[config.mk]
export PLATFORM = sky130hd
export DESIGN_NAME = ysyx_23060208_mem_arbiter
export DESIGN_NICKNAME = d
export VERILOG_FILES = /design/src/rtl/ysyx_23060208_mem_arbiter.sv
export SDC_FILE = /design/constraint.sdc
export NUM_CORES = 1
export LEC_CHECK = 0
export ABC_AREA = 0
export CAP_MARGIN = 20
export CELL_PAD_IN_SITES_DETAIL_PLACEMENT = 1
export CELL_PAD_IN_SITES_GLOBAL_PLACEMENT = 1
export CORE_ASPECT_RATIO = 0.5
export CORE_MARGIN = 2
export CORE_UTILIZATION = 10
export DETAILED_ROUTE_END_ITERATION = 10
export GPL_ROUTABILITY_DRIVEN = 0
export PLACE_DENSITY = 0.85
export SLEW_MARGIN = 20
export SYNTH_ARGS = -nofsm -noshare
export SYNTH_HDL_FRONTEND = slang
export SYNTH_SLANG_ARGS = --single-unit
[constraint.sdc]
create_clock -name clk -period 2 [get_ports clk]
set_clock_uncertainty 0.2 [all_clocks]
set_input_delay 0.3 -clock clk [delete_from_list [all_inputs] [get_ports clk]]
set_output_delay 0.3 -clock clk [all_outputs]
set_load 0.01 [all_outputs]
[src/rtl/ysyx_23060208_mem_arbiter.sv]
// Two-master AXI4-Lite arbiter: IFU (master 0, reads only) and EXU
// (master 1, reads or writes) share one memory slave port.
// Ports:
//   clk, rst              clock, synchronous active-high reset
//   ifu_ar*/ifu_r*        IFU read address / read data channels
//   exu_ar*/exu_r*        EXU read address / read data channels
//   exu_aw*/exu_w*/exu_b* EXU write address / data / response channels
//   m_*                   slave-side AXI4-Lite channels
//   grant                 one-hot owner (bit0 IFU, bit1 EXU), 0 when idle
module ysyx_23060208_mem_arbiter #(
    parameter int ADDR_WIDTH  = 32,
    parameter int DATA_WIDTH  = 32,
    parameter int WSTRB_WIDTH = 3
) (
    input  logic                   clk,
    input  logic                   rst,
    input  logic [ADDR_WIDTH-1:0]  ifu_araddr,
    input  logic                   ifu_arvalid,
    output logic                   ifu_arready,
    output logic [DATA_WIDTH-1:0]  ifu_rdata,
    output logic [1:0]             ifu_rresp,
    output logic                   ifu_rvalid,
    input  logic                   ifu_rready,
    input  logic [ADDR_WIDTH-1:0]  exu_araddr,
    input  logic                   exu_arvalid,
    output logic                   exu_arready,
    output logic [DATA_WIDTH-1:0]  exu_rdata,
    output logic [1:0]             exu_rresp,
    output logic                   exu_rvalid,
    input  logic                   exu_rready,
    input  logic [ADDR_WIDTH-1:0]  exu_awaddr,
    input  logic                   exu_awvalid,
    output logic                   exu_awready,
    input  logic [DATA_WIDTH-1:0]  exu_wdata,
    input  logic [WSTRB_WIDTH-1:0] exu_wstrb,
    input  logic                   exu_wvalid,
    output logic                   exu_wready,
    output logic [1:0]             exu_bresp,
    output logic                   exu_bvalid,
    input  logic                   exu_bready,
    output logic [ADDR_WIDTH-1:0]  m_araddr,
    output logic                   m_arvalid,
    input  logic                   m_arready,
    input  logic [DATA_WIDTH-1:0]  m_rdata,
    input  logic [1:0]             m_rresp,
    input  logic                   m_rvalid,
    output logic                   m_rready,
    output logic [ADDR_WIDTH-1:0]  m_awaddr,
    output logic                   m_awvalid,
    input  logic                   m_awready,
    output logic [DATA_WIDTH-1:0]  m_wdata,
    output logic [WSTRB_WIDTH-1:0] m_wstrb,
    output logic                   m_wvalid,
    input  logic                   m_wready,
    input  logic [1:0]             m_bresp,
    input  logic                   m_bvalid,
    output logic                   m_bready,
    output logic [1:0]             grant
);

    typedef enum logic [1:0] {
        S_IDLE,
        S_IFU_R,
        S_EXU_R,
        S_EXU_W
    } state_t;

    state_t state, state_n;
    logic   last_exu, last_exu_n;
    logic   ifu_req, exu_req, ifu_win;

    assign ifu_req = ifu_arvalid;
    assign exu_req = exu_arvalid | exu_awvalid;
    // On contention the master that did not own the last transaction wins.
    assign ifu_win = ifu_req & (~exu_req | last_exu);

    always_ff @(posedge clk) begin
        if (rst) begin
            state    <= S_IDLE;
            last_exu <= 1'b1;
        end else begin
            state    <= state_n;
            last_exu <= last_exu_n;
        end
    end

    always_comb begin
        state_n     = state;
        last_exu_n  = last_exu;
        grant       = 2'b00;
        m_araddr    = '0;
        m_arvalid   = 1'b0;
        m_rready    = 1'b0;
        m_awaddr    = '0;
        m_awvalid   = 1'b0;
        m_wdata     = '0;
        m_wstrb     = '0;
        m_wvalid    = 1'b0;
        m_bready    = 1'b0;
        ifu_arready = 1'b0;
        ifu_rdata   = '0;
        ifu_rresp   = 2'b00;
        ifu_rvalid  = 1'b0;
        exu_arready = 1'b0;
        exu_rdata   = '0;
        exu_rresp   = 2'b00;
        exu_rvalid  = 1'b0;
        exu_awready = 1'b0;
        exu_wready  = 1'b0;
        exu_bresp   = 2'b00;
        exu_bvalid  = 1'b0;
        unique case (state)
            S_IDLE: begin
                // A pending store beats a pending load from the EXU.
                if (ifu_win) begin
                    state_n = S_IFU_R;
                end else if (exu_req) begin
                    state_n = exu_awvalid ? S_EXU_W : S_EXU_R;
                end
            end
            S_IFU_R: begin
                grant       = 2'b01;
                m_araddr    = ifu_araddr;
                m_arvalid   = ifu_arvalid;
                ifu_arready = m_arready;
                ifu_rdata   = m_rdata;
                ifu_rresp   = m_rresp;
                ifu_rvalid  = m_rvalid;
                m_rready    = ifu_rready;
                if (m_rvalid && ifu_rready) begin
                    state_n    = S_IDLE;
                    last_exu_n = 1'b0;
                end
            end
            S_EXU_R: begin
                grant       = 2'b10;
                m_araddr    = exu_araddr;
                m_arvalid   = exu_arvalid;
                exu_arready = m_arready;
                exu_rdata   = m_rdata;
                exu_rresp   = m_rresp;
                exu_rvalid  = m_rvalid;
                m_rready    = exu_rready;
                if (m_rvalid && exu_rready) begin
                    state_n    = S_IDLE;
                    last_exu_n = 1'b1;
                end
            end
            S_EXU_W: begin
                grant       = 2'b10;
                m_awaddr    = exu_awaddr;
                m_awvalid   = exu_awvalid;
                exu_awready = m_awready;
                m_wdata     = exu_wdata;
                m_wstrb     = exu_wstrb;
                m_wvalid    = exu_wvalid;
                exu_wready  = m_wready;
                exu_bresp   = m_bresp;
                exu_bvalid  = m_bvalid;
                m_bready    = exu_bready;
                if (m_bvalid && exu_bready) begin
                    state_n    = S_IDLE;
                    last_exu_n = 1'b1;
                end
            end
        endcase
    end

endmodule

; Word level (Yosys, flattened, before mapping)
; Cells that the tools add are included.
[classes]
mux = 33
addsub = 0
n_reduce_logical = 8
shifts = 0
eq_ne = 7
div = 0
bitwise = 4
order_cmp = 0
n_mul = 0
[op_table]
columns = op, count
row1 = 32-bit 2-to-1 mux, 4
row2 = 32-bit case mux with 2 select lines, 1
row3 = 2-bit 2-to-1 mux, 8
row4 = 1-bit 2-to-1 mux, 14
row5 = 2-bit case mux with 4 select lines, 1
row6 = 4-bit AND reduction, 2
row7 = 2-bit != test (second input constant), 3
row8 = 2-bit equality test (second input constant), 2
row9 = 1-bit case mux with 2 select lines, 2
row10 = 2-bit case mux with 2 select lines, 1
row11 = 1-bit logical AND, 3
row12 = 3-bit 2-to-1 mux, 1
row13 = 3-bit != test (second input constant), 1
row14 = 1-bit case mux with 3 select lines, 1
row15 = 3-bit nonzero test, 1
row16 = 2-bit by 1-bit equality test with 1-bit output (second input constant), 1
row17 = 2-bit zero test, 1
row18 = 1-bit bitwise OR, 2
row19 = 2-bit OR reduction, 1
row20 = 1-bit bitwise AND, 1
row21 = 1-bit inverter, 1
[totals]
rom_bits = 0
ram_bits = 0
latch_bits = 0
memories = 0
in_bits = 181
elab_cells = 54
register_bits = 3
output_inout_bits = 183

; Logic depth before layout (Yosys ltp)
; Gate-level depths: netlist of the first run.
[depth]
depth_word = 6
mapped_depth = 6
depth_no_buf = 5

; Worst setup path after synthesis of the first run
; Ideal clock, no wire load.
[synth_path]
path_kind = register -> register
from = reg state[0]
to = reg state[0]
slack_ns = 0.113
synth_period_minus_slack_ns = 1.887
n_path_buf = 1
required_ns = 1.699
path_stages_with_launch = 7
arrival_ns = 1.586
setup_ns = 0.101
cell_sequence = dfxtp_1 > inv_1 > ha_1 > buf_6 > a21boi_4 > or3_4 > o41ai_1
[synth_via]
elab_chain_cells = 3
elab_cells_between_ends = 10
classes_between = 7 x eq/ne / 1 x mux / 2 x reduce/logical
[synth_rtl]
columns = element, line_no
row1 = start: declaration, 68  ; state_t state, state_n;
row2 = start signal: assignment, 82  ; state <= state_n;
row3 = 2-bit equality test (tied with other cells), 112  ; unique case (state)
row4 = 2-bit != test (no source line) or 3-bit != test (tied branches), n/a
row5 = 4-bit AND reduction (no source line), n/a
; Parallel ways exist; a longest one is shown, timed or not.
; A chain may end at the register's enable or synchronous reset.

; Final worst setup path of the first run
[layout_path]
from = reg state[0]
to = out m_araddr[2]
[layout_via]
elab_chain_cells = 2
elab_cells_between_ends = 3
classes_between = 2 x eq/ne / 1 x mux
[layout_rtl]
columns = element, line_no
row1 = 2-bit equality test or 2-bit by 1-bit equality test with 1-bit output (tied branches), 112
row2 = 32-bit case mux with 2 select lines *, 112
row3 = end: declaration, 41  ; output logic [ADDR_WIDTH-1:0] m_araddr,
; Mark *: on every way between the ends. The rest lies on a longest branch, timed or not.

==> out/results.tsv, run 1 <==
metric	value	unit
status	complete, but fails checks	
failing checks	setup timing	
worst-path maximum fanout	6	
RR Startpoint	state[1]	
Tmin final	2.20	ns
number of buffers inserted by hold repair at cts	0	
worst setup slack after layout	-0.202	ns
Root Driver	clkbuf_16	
type of the worst setup path	reg -> out	
chip height	98.7	um
number of clock buffers inserted by TritonCTS	3	
WP depth	8	
largest net degree at the start of global routing	24	
DP Wirelength	12800	um
most frequent cells in the layout	clkdlybuf4s50_1 (180), buf_6 (105), and2_1 (75), and2_4 (72), buf_2 (67)	
critical path's slowest cell	dfxtp_4	
most common cell after layout, fill and taps aside	clkdlybuf4s50_1	
leakage	3.22	nW
register area share after synthesis	3.35	%
Max Cap Viol	0	
reg2reg path depth	6	
Hold Path Class	reg -> reg	
YS warnings	0	
first-pass GRT wire length	26000	um
relative slew slack	56.1	%
CP Launch Point	state[0]	
R2R setup slack	-0.20	ns
number of synthesized flops with an enable pin	0	
H-tree level count	1	
Skew-Pair Late Insertion Delay	0.23	ns
TritonCTS clock tree	built	
number of slew-limit violations in the final report	0	
mean post-synth cell area	6.56	um2
synthesized area	0.00179	mm2
Global Route Usage Sum	18.0	%
Initial Util	10.3	%
peak supply drop	0.000418	V
Clock Path Buffers	2	
RSZ-0062 raised after global routing	yes	
period utilization	110	%
WL final	19700	um
Row Count	34	
Post-Syn Nets	459	
GRT overflow	0	
drt wl/cell	21.0	um
Antenna Nets Post-Route	0	
DR iter-0 viols	135	
Vias/cell	3.94	
crit path launch type	flop	
final total power	7.06	mW
fill count	2007	
Die ar.	0.0191	mm2
WP data arrival	1.70	ns
Post-synth top flop	dfxtp_1	
layout cells sized above 1	58.5	%
TritonRoute pass-1 iters	4	
die width	193	um
core area	0.0174	mm2
vias in the first global route	3939	
asr flop ratio synth	0	%
area grow syn2layout	295	%
Ports	364	
Max Clock Freq	0.454	GHz
final setup vio count	83	
PwrDens	996	mW/mm2
Final Hold Viols	0	
CP Data Required Time	1.50	ns
clock sink count	3	
Port Buffers	363	
synth unique cells	22	
Vias	3698	
drt drc	0	
register bit total from synthesis	3	
Nets	890	
Least-Margin Pin Slew	0.656	ns
CP endpoint	m_araddr[2]	
Top delay family on crit path	buffers and inverters	
antenna violations before repair	0	
crit path cell chain	inv_4 > ha_4 > buf_6 > buf_12 > buf_16 > a22oi_2 > nor2b_1 > buf_2	
Bufs and invs on worst path	5	
clock-pin slew on the worst setup and hold paths	0.03	ns
critical path's largest stage delay	0.38	ns
post-synthesis cell count	273	
CP Capture Type	output pin	
RR Endpoint	state[0]	
hold slack	0.381	ns
kinds of logic after synthesis:
kind of cell    after synthesis  share of synthesized area (%)
simple gates                190                           66.2
compound gates               45                           19.8
buf+inv                      30                           7.12
fa+ha+maj                     5                           3.49
flops                         3                           3.35
through the flow:
step / std cells / TNS [ns] / instance area (um2) / worst slack [ns] / util (%)
6_report: 938 / -6.19 / 7080 / -0.202 / 40.6
4_1_cts: 912 / -10.93 / 6420 / -0.230 / 36.8
3_3_place_gp: 865 / -22.55 / 5850 / -0.279 / 33.5
2_1_floorplan: 273 / 0 / 1790 / 0.113 / -
5_1_grt: 937 / -9.85 / 7080 / -0.245 / 40.6
3_5_place_dp: 865 / -28.59 / 5850 / -0.348 / 33.5
final cells by class:
type	count	area (um2)	share of cell area, %
Clock buffer	4	78.8	1.11
Tap cell	234	293	4.13
Sequential cell	3	67.6	0.954
Inverter	3	16.3	0.230
Multi-Input combinational cell	240	2180	30.8
Timing Repair Buffer	453	4450	62.8
Antenna cell	1	2.50	0.0353
power by group:
| group | internal [mW] | switching, mW | leakage, nW | total, mW |
|---|---|---|---|---|
| Sequential | 0.102 | 0.0595 | 0.0261 | 0.161 |
| Clock | 0.265 | 0.0714 | 0.0382 | 0.336 |
| Combinational | 3.81 | 2.75 | 3.15 | 6.56 |
| Total | 4.18 | 2.88 | 3.22 | 7.06 |
worst min-delay path by stage:
| stage | startpoint | to | slack, ns | depth (start not counted) |
|---|---|---|---|---|
| floorplan | rst | last_exu | 0.23 | 2 |
| global placement | last_exu | last_exu | 0.31 | 2 |
| detailed placement | last_exu | last_exu | 0.31 | 2 |
| CTS | last_exu | last_exu | 0.33 | 2 |
| global route | last_exu | last_exu | 0.40 | 2 |
| finish | last_exu | last_exu | 0.38 | 2 |
worst register-to-register path, stage by stage (launching register included):
cell and delay, ns:
dfxtp_4 0.36, buf_6 0.13, ha_4 0.21, buf_16 0.17, a21boi_4 0.15, or3_4 0.44, o41ai_4 0.40
cell usage after synthesis, drive strengths merged, types with 2 or more instances:
master | count | share of area [%]
nor2b | 35 | 12
ha | 5 | 3.5
buf | 2 | 1.3
o41ai | 3 | 1.5
clkbuf | 25 | 5.2
nor2 | 3 | 0.63
dfxtp | 3 | 3.4
a22oi | 34 | 14
inv | 3 | 0.63
a21boi | 4 | 2.3
and2 | 147 | 51
state kept, by name (all words and copies together), names as in the netlist:
name and flops:
state 2, last_exu 1
repair_timing:
| item | CTS | global route |
|---|---|---|
| gates resized for setup | 636 | 362 |
| endpoints found under the setup margin | 186 | 158 |
| cloned | 12 | 10 |
| pin swaps | 10 | 55 |
| buffers inserted | 31 | 28 |
per-layer routing:
| metal | global-route usage, % | share of wire, % | vias up |
|---|---|---|---|
| met5 | 0 | 0 | - |
| met4 | 4.23 | 1.4 | 0 |
| li1 | - | - | 1762 |
| met2 | 33.1 | 53 | 99 |
| met3 | 2.98 | 3.7 | 19 |
| met1 | 21.9 | 42 | 1818 |
Power figures use the tool's default switching activity.
==> run 2, diff against run 1 <==
Settings changed: CORE_AREA from default to 2 2 141 143, CORE_ASPECT_RATIO 0.5 to default, CORE_MARGIN 2 to default, CORE_UTILIZATION 10 to default, DIE_AREA from default to 0 0 143 145, PLACE_DENSITY 0.85 to 0.8.
==> out/results.tsv, run 2 (synthesis results as in run 1) <==
metric	value	unit	change
status	complete, but fails checks		unchanged
failing checks	setup timing		unchanged
chip height	145	um	was 98.7 um
H-tree level count	1		unchanged
CP Launch Point	state[0]		unchanged
Seq pwr share	2.3	%	about the same
most flop-heavy register	state		unchanged
Least-Margin Pin Slew	0.779	ns	was 0.656 ns
largest net degree at the start of global routing	24		unchanged
clock sink count	3		unchanged
period utilization	110	%	about the same
clock-pin slew on the worst setup and hold paths	0.03	ns	about the same
Int Pwr	4.15	mW	was 4.18 mW
max FFs per register	2		unchanged
vias in the first global route	3834		was 3939
critical path's slowest cell	dfxtp_4		unchanged
DP Wirelength	12200	um	was 12800 um
Die ar.	0.0207	mm2	was 0.0191 mm2
Port Buffers	363		unchanged
Max Cap Viol	0		unchanged
TritonCTS clock tree	built		unchanged
number of clock buffers inserted by TritonCTS	3		unchanged
Global Route Usage Sum	14.7	%	was 18.0%
R2R setup slack	-0.18	ns	was -0.20 ns
PwrDens	1040	mW/mm2	was 996 mW/mm2
M2 GR Usage	28.4	%	was 33.1%
CP endpoint	m_araddr[28]		was m_araddr[2]
die width	143	um	was 193 um
Max Clock Freq	0.457	GHz	was 0.454 GHz
top flop regs	state x2, last_exu x1		unchanged
Root Driver	clkbuf_16		unchanged
drt drc	0		unchanged
Clk network pwr share	4.9	%	was 4.8%
number of buffers inserted by hold repair at cts	0		unchanged
GRT busiest layer	met2		unchanged
GRT overflow	0		unchanged
leakage	3.00	nW	was 3.22 nW
fin cells	950		was 938
most frequent cells in the layout	clkdlybuf4s50_1 (180), and2_1 (122), buf_2 (86), buf_6 (57), clkbuf_2 (52)		was clkdlybuf4s50_1 (180), buf_6 (105), and2_1 (75), and2_4 (72), buf_2 (67)
Final Hold Viols	0		unchanged
drt wl/cell	17.3	um	was 21.0 um
Vias/cell	3.77		was 3.94
Row Count	51		was 34
switching portion of total power	39.4	%	was 40.8%
WL final	16500	um	was 19700 um
Hold Path Class	reg -> reg		unchanged
crit path cell chain	inv_4 > ha_4 > buf_8 > buf_8 > buf_6 > buf_6 > a22oi_2 > nor2b_4 > buf_6		was inv_4 > ha_4 > buf_6 > buf_12 > buf_16 > a22oi_2 > nor2b_1 > buf_2
crit path launch type	flop		unchanged
reg2reg path depth	7		was 6
Nets	871		was 890
met1 Use GR	15.8	%	was 21.9%
Tmin final	2.19	ns	was 2.20 ns
antenna violations before repair	1		was 0
WP data arrival	1.69	ns	was 1.70 ns
Comb pwr share	92.8	%	was 93.0%
Ports	364		unchanged
RR Startpoint	state[0]		was state[1]
CP Capture Type	output pin		unchanged
final total power	6.84	mW	was 7.06 mW
most common cell after layout, fill and taps aside	clkdlybuf4s50_1		unchanged
DR iter-0 viols	29		was 135
TritonRoute pass-1 iters	3		was 4
RR Endpoint	state[0]		unchanged
RSZ-0062 raised after global routing	yes		unchanged
layout cells sized above 1	50.3	%	was 58.5%
worst setup slack after layout	-0.190	ns	was -0.202 ns
Antenna Nets Post-Route	0		unchanged
Skew-Pair Late Insertion Delay	0.23	ns	about the same
type of the worst setup path	reg -> out		unchanged
hold slack	0.332	ns	was 0.381 ns
Most Frequent Cell on Critical Path	buf_6		
Initial Util	9.33	%	was 10.3%
area grow syn2layout	268	%	was 295%
relative slew slack	47.3	%	was 56.1%
CP Data Required Time	1.50	ns	about the same
core area	0.0192	mm2	was 0.0174 mm2
Vias	3581		was 3698
Net Sw Power	2.70	mW	was 2.88 mW
met3 usage	3.33	%	was 2.98%
Placed Cells incl. Taps	900		was 865
critical path's largest stage delay	0.38	ns	about the same
first-pass GRT wire length	23100	um	was 26000 um
final setup vio count	58		was 83
Clock Path Buffers	2		unchanged
worst-path maximum fanout	4		was 6
peak supply drop	0.000419	V	was 0.000418 V
number of slew-limit violations in the final report	0		unchanged
-- run 2: changes by cell type in the layout (fill, tap and decap cells not counted), sizes merged --
cell,change
buf,-35
clkbuf,+9
clkdlybuf4s15,+6
dlygate4sd2,+1
-- run 2: power groups by stage --
stage	clock [mW]	sequential, mW	combinational (mW)
after floorplan	0	0.111	1.78
after global placement	0	0.118	4.15
after detailed placement	0	0.122	4.19
after CTS	0.335	0.153	5.77
after global routing	0.343	0.164	6.76
final	0.334	0.159	6.35
-- run 2: worst min path at each step --
stage              from       end  slack, ns  depth (start not counted)
2_1_floorplan       rst  last_exu       0.23                          2
3_3_place_gp   last_exu  last_exu       0.30                          2
3_5_place_dp   last_exu  last_exu       0.33                          2
4_1_cts        last_exu  last_exu       0.32                          2
5_1_grt        last_exu  last_exu       0.35                          2
6_report       last_exu  last_exu       0.33                          2
-- run 2: routing by layer --
layer / routed length (um) / share of wire (%)
met3: 1350 / 8.2
met5: 0 / 0
met1: 6060 / 37
met2: 8830 / 54
met4: 214 / 1.3
-- run 2: critical path: cells and delay by family, from the launching register on --
family	cells	cell delay [ns]
fa+ha+maj	1	0.17
buf+inv	6	0.64
flops	1	0.38
simple gates	1	0.06
compound gates	1	0.20
-- run 2: layout make-up --
type	instances	area, um2
diodes	1	2.50
clock buffers	4	78.8
fillers	2227	12600
inverters	3	16.3
multi-input cells	240	2100
flip-flops and latches	3	67.6
well taps	265	332
repair buffers	434	3990
-- run 2: through the flow --
| stage | setup slack [ns] | cell area (um2) | util [%] | TNS [ns] |
|---|---|---|---|---|
| after detailed placement | -0.341 | 5930 | 30.9 | -30.84 |
| after global routing | -0.225 | 6590 | 34.3 | -7.36 |
| final | -0.190 | 6590 | 34.3 | -4.79 |
| after CTS | -0.252 | 6350 | 33.0 | -4.15 |
| after global placement | -0.345 | 5930 | 30.9 | -24.11 |
| after floorplan | 0.113 | 1790 | - | 0 |
-- run 2: repair_timing --
action	4_1_cts	5_1_grt
gates resized for setup	638	222
buffers inserted	23	13
pin swaps	10	14
gates cloned	13	2
endpoints found under the setup margin	186	124
==> run 3, diff against run 2 <==
Settings changed: GPL_TIMING_DRIVEN from default to 0.
==> out/results.tsv, run 3 (synthesis results as in run 1) <==
metric	value	unit	change
antenna violations before repair	2		was 1
Multi-input gate area	0.00192	mm2	was 0.00210 mm2
crit path cell chain	inv_4 > ha_4 > buf_4 > buf_4 > clkbuf_8 > and2_1 > buf_2		was inv_4 > ha_4 > buf_8 > buf_8 > buf_6 > buf_6 > a22oi_2 > nor2b_4 > buf_6
Die ar.	0.0207	mm2	unchanged
worst-path maximum fanout	10		was 4
core area	0.0192	mm2	unchanged
worst setup slack after layout	-0.0903	ns	was -0.190 ns
leakage	2.78	nW	was 3.00 nW
most frequent cells in the layout	clkdlybuf4s50_1 (180), and2_1 (135), buf_2 (107), nor2b_1 (35), a22oi_2 (33)		was clkdlybuf4s50_1 (180), and2_1 (122), buf_2 (86), buf_6 (57), clkbuf_2 (52)
PwrDens	869	mW/mm2	was 1040 mW/mm2
drt drc	0		unchanged
WL final	15400	um	was 16500 um
Antenna Nets Post-Route	0		unchanged
number of clock buffers inserted by TritonCTS	3		unchanged
DP Wirelength	12900	um	was 12200 um
H-tree level count	1		unchanged
Vias	3492		was 3581
first-pass GRT wire length	22100	um	was 23100 um
layout cells sized above 1	40.3	%	was 50.3%
TritonCTS clock tree	built		unchanged
clock sink count	3		unchanged
Root Driver	clkbuf_16		unchanged
Placed Cells incl. Taps	901		was 900
relative slew slack	50.9	%	was 47.3%
most flop-heavy register	state		unchanged
Top delay family on crit path	buffers and inverters		unchanged
fin cells	920		was 950
Most Frequent Cell on Critical Path	buf_4		was buf_6
critical path's slowest cell	dfxtp_4		unchanged
CP Data Required Time	1.50	ns	about the same
ANT cells	0		was 1
die width	143	um	unchanged
max FFs per register	2		unchanged
Global Route Usage Sum	14.0	%	was 14.7%
Bufs and invs on worst path	5		was 6
top flop regs	state x2, last_exu x1		unchanged
Ports	364		unchanged
Nets	842		was 871
GRT overflow	0		unchanged
critical path's largest stage delay	0.40	ns	was 0.38 ns
period utilization	105	%	was 110%
register area	67.6	um2	unchanged
Row Count	51		unchanged
number of buffers inserted by hold repair at cts	0		unchanged
Initial Util	9.33	%	unchanged
Vias/cell	3.80		was 3.77
RSZ-0062 raised after global routing	yes		unchanged
TritonRoute pass-1 iters	4		was 3
vias in the first global route	3691		was 3834
crit path launch type	flop		unchanged
status	complete, but fails checks		unchanged
Clock Path Buffers	2		unchanged
Port Buffers	363		unchanged
Least-Margin Pin Slew	0.727	ns	was 0.779 ns
type of the worst setup path	reg -> out		unchanged
most common cell after layout, fill and taps aside	clkdlybuf4s50_1		unchanged
Max Cap Viol	0		unchanged
chip height	145	um	unchanged
Final Hold Viols	0		unchanged
peak supply drop	0.000306	V	was 0.000419 V
Hold Path Class	reg -> reg		unchanged
WP data arrival	1.59	ns	was 1.69 ns
Max Clock Freq	0.478	GHz	was 0.457 GHz
CP Capture Type	output pin		unchanged
largest net degree at the start of global routing	11		was 24
Util after Layout	31.1	%	was 34.3%
failing checks	setup timing		unchanged
DR iter-0 viols	32		was 29
drt wl/cell	16.7	um	was 17.3 um
Skew-Pair Late Insertion Delay	0.23	ns	about the same
area grow syn2layout	233	%	was 268%
Tmin final	2.09	ns	was 2.19 ns
fill count	2322		was 2227
R2R setup slack	-0.02	ns	was -0.18 ns
number of slew-limit violations in the final report	0		unchanged
clock-pin slew on the worst setup and hold paths	0.03	ns	about the same
final setup vio count	34		was 58
-- run 3: changes by cell type in the layout (fill, tap and decap cells not counted), sizes merged --
cell / previous run / this run
buf: 192 / 147
clkbuf: 58 / 50
clkdlybuf4s15: 6 / 11
diode: 1 / 0
dlygate4sd2: 2 / 21
-- run 3: through the flow --
stage | TNS, ns | power (mW) | hold slack [ns] | area (um2) | setup slack [ns]
after floorplan | 0 | 1.89 | 0.225 | 1790 | 0.113
after CTS | -4.20 | 5.19 | 0.341 | 6190 | -0.176
after detailed placement | -84.56 | 4.10 | 0.336 | 5760 | -0.855
after global routing | -4.67 | 5.61 | 0.380 | 5970 | -0.149
final | -1.57 | 5.19 | 0.354 | 5970 | -0.0903
after global placement | -80.11 | 4.08 | 0.322 | 5760 | -0.798
-- run 3: final timing paths --
| kind | startpoint | to | cells after the start |
|---|---|---|---|
| min | last_exu | last_exu | 2 |
| max | state[0] | exu_rdata[29] | 7 |
| max reg2reg | state[1] | state[0] | 6 |
| min reg2reg | last_exu | last_exu | 2 |
-- run 3: routing by layer --
| layer | GRT usage (%) | up-vias | part of all wire (%) | routed length [um] |
|---|---|---|---|---|
| met4 | 3.51 | 4 | 1.2 | 186 |
| met5 | 0 | - | 0.18 | 27 |
| li1 | - | 1655 | - | - |
| met1 | 13.7 | 1599 | 34 | 5300 |
| met3 | 3.83 | 12 | 9.4 | 1440 |
| met2 | 28.2 | 222 | 55 | 8450 |
-- run 3: report_power, final --
part	internal [mW]	switching, mW
Combinational	2.64	2.07
Sequential	0.102	0.0613
Clock	0.263	0.0579
Total	3.00	2.19
-- run 3: layout make-up --
class / instances / share of cell area, %
buffer: 22 / 6.08
inverter: 3 / 0.272
timing repair buffer: 383 / 53.5
multi-input combinational: 240 / 32.1
sequential: 3 / 1.13
tap: 265 / 5.55
clock buffer: 4 / 1.32
-- run 3: worst register-to-register path: cells and delay by family (launching register included) --
kind	cells	cell delay, ns
adder cells (fa/ha/maj)	1	0.20
AO/OA/AOI/OAI	2	0.48
flip-flops	1	0.39
buffers and inverters	2	0.21
AND/OR/NAND/NOR	1	0.44
-- run 3: repair_timing --
action / 4_1_cts / 5_1_grt
gates cloned: 4 / 2
setup buffers: 10 / 4
gates resized for setup: 723 / 94
hold endpoints to repair: 0 / 0
endpoints found under the setup margin: 184 / 151
pin swaps: 5 / 14
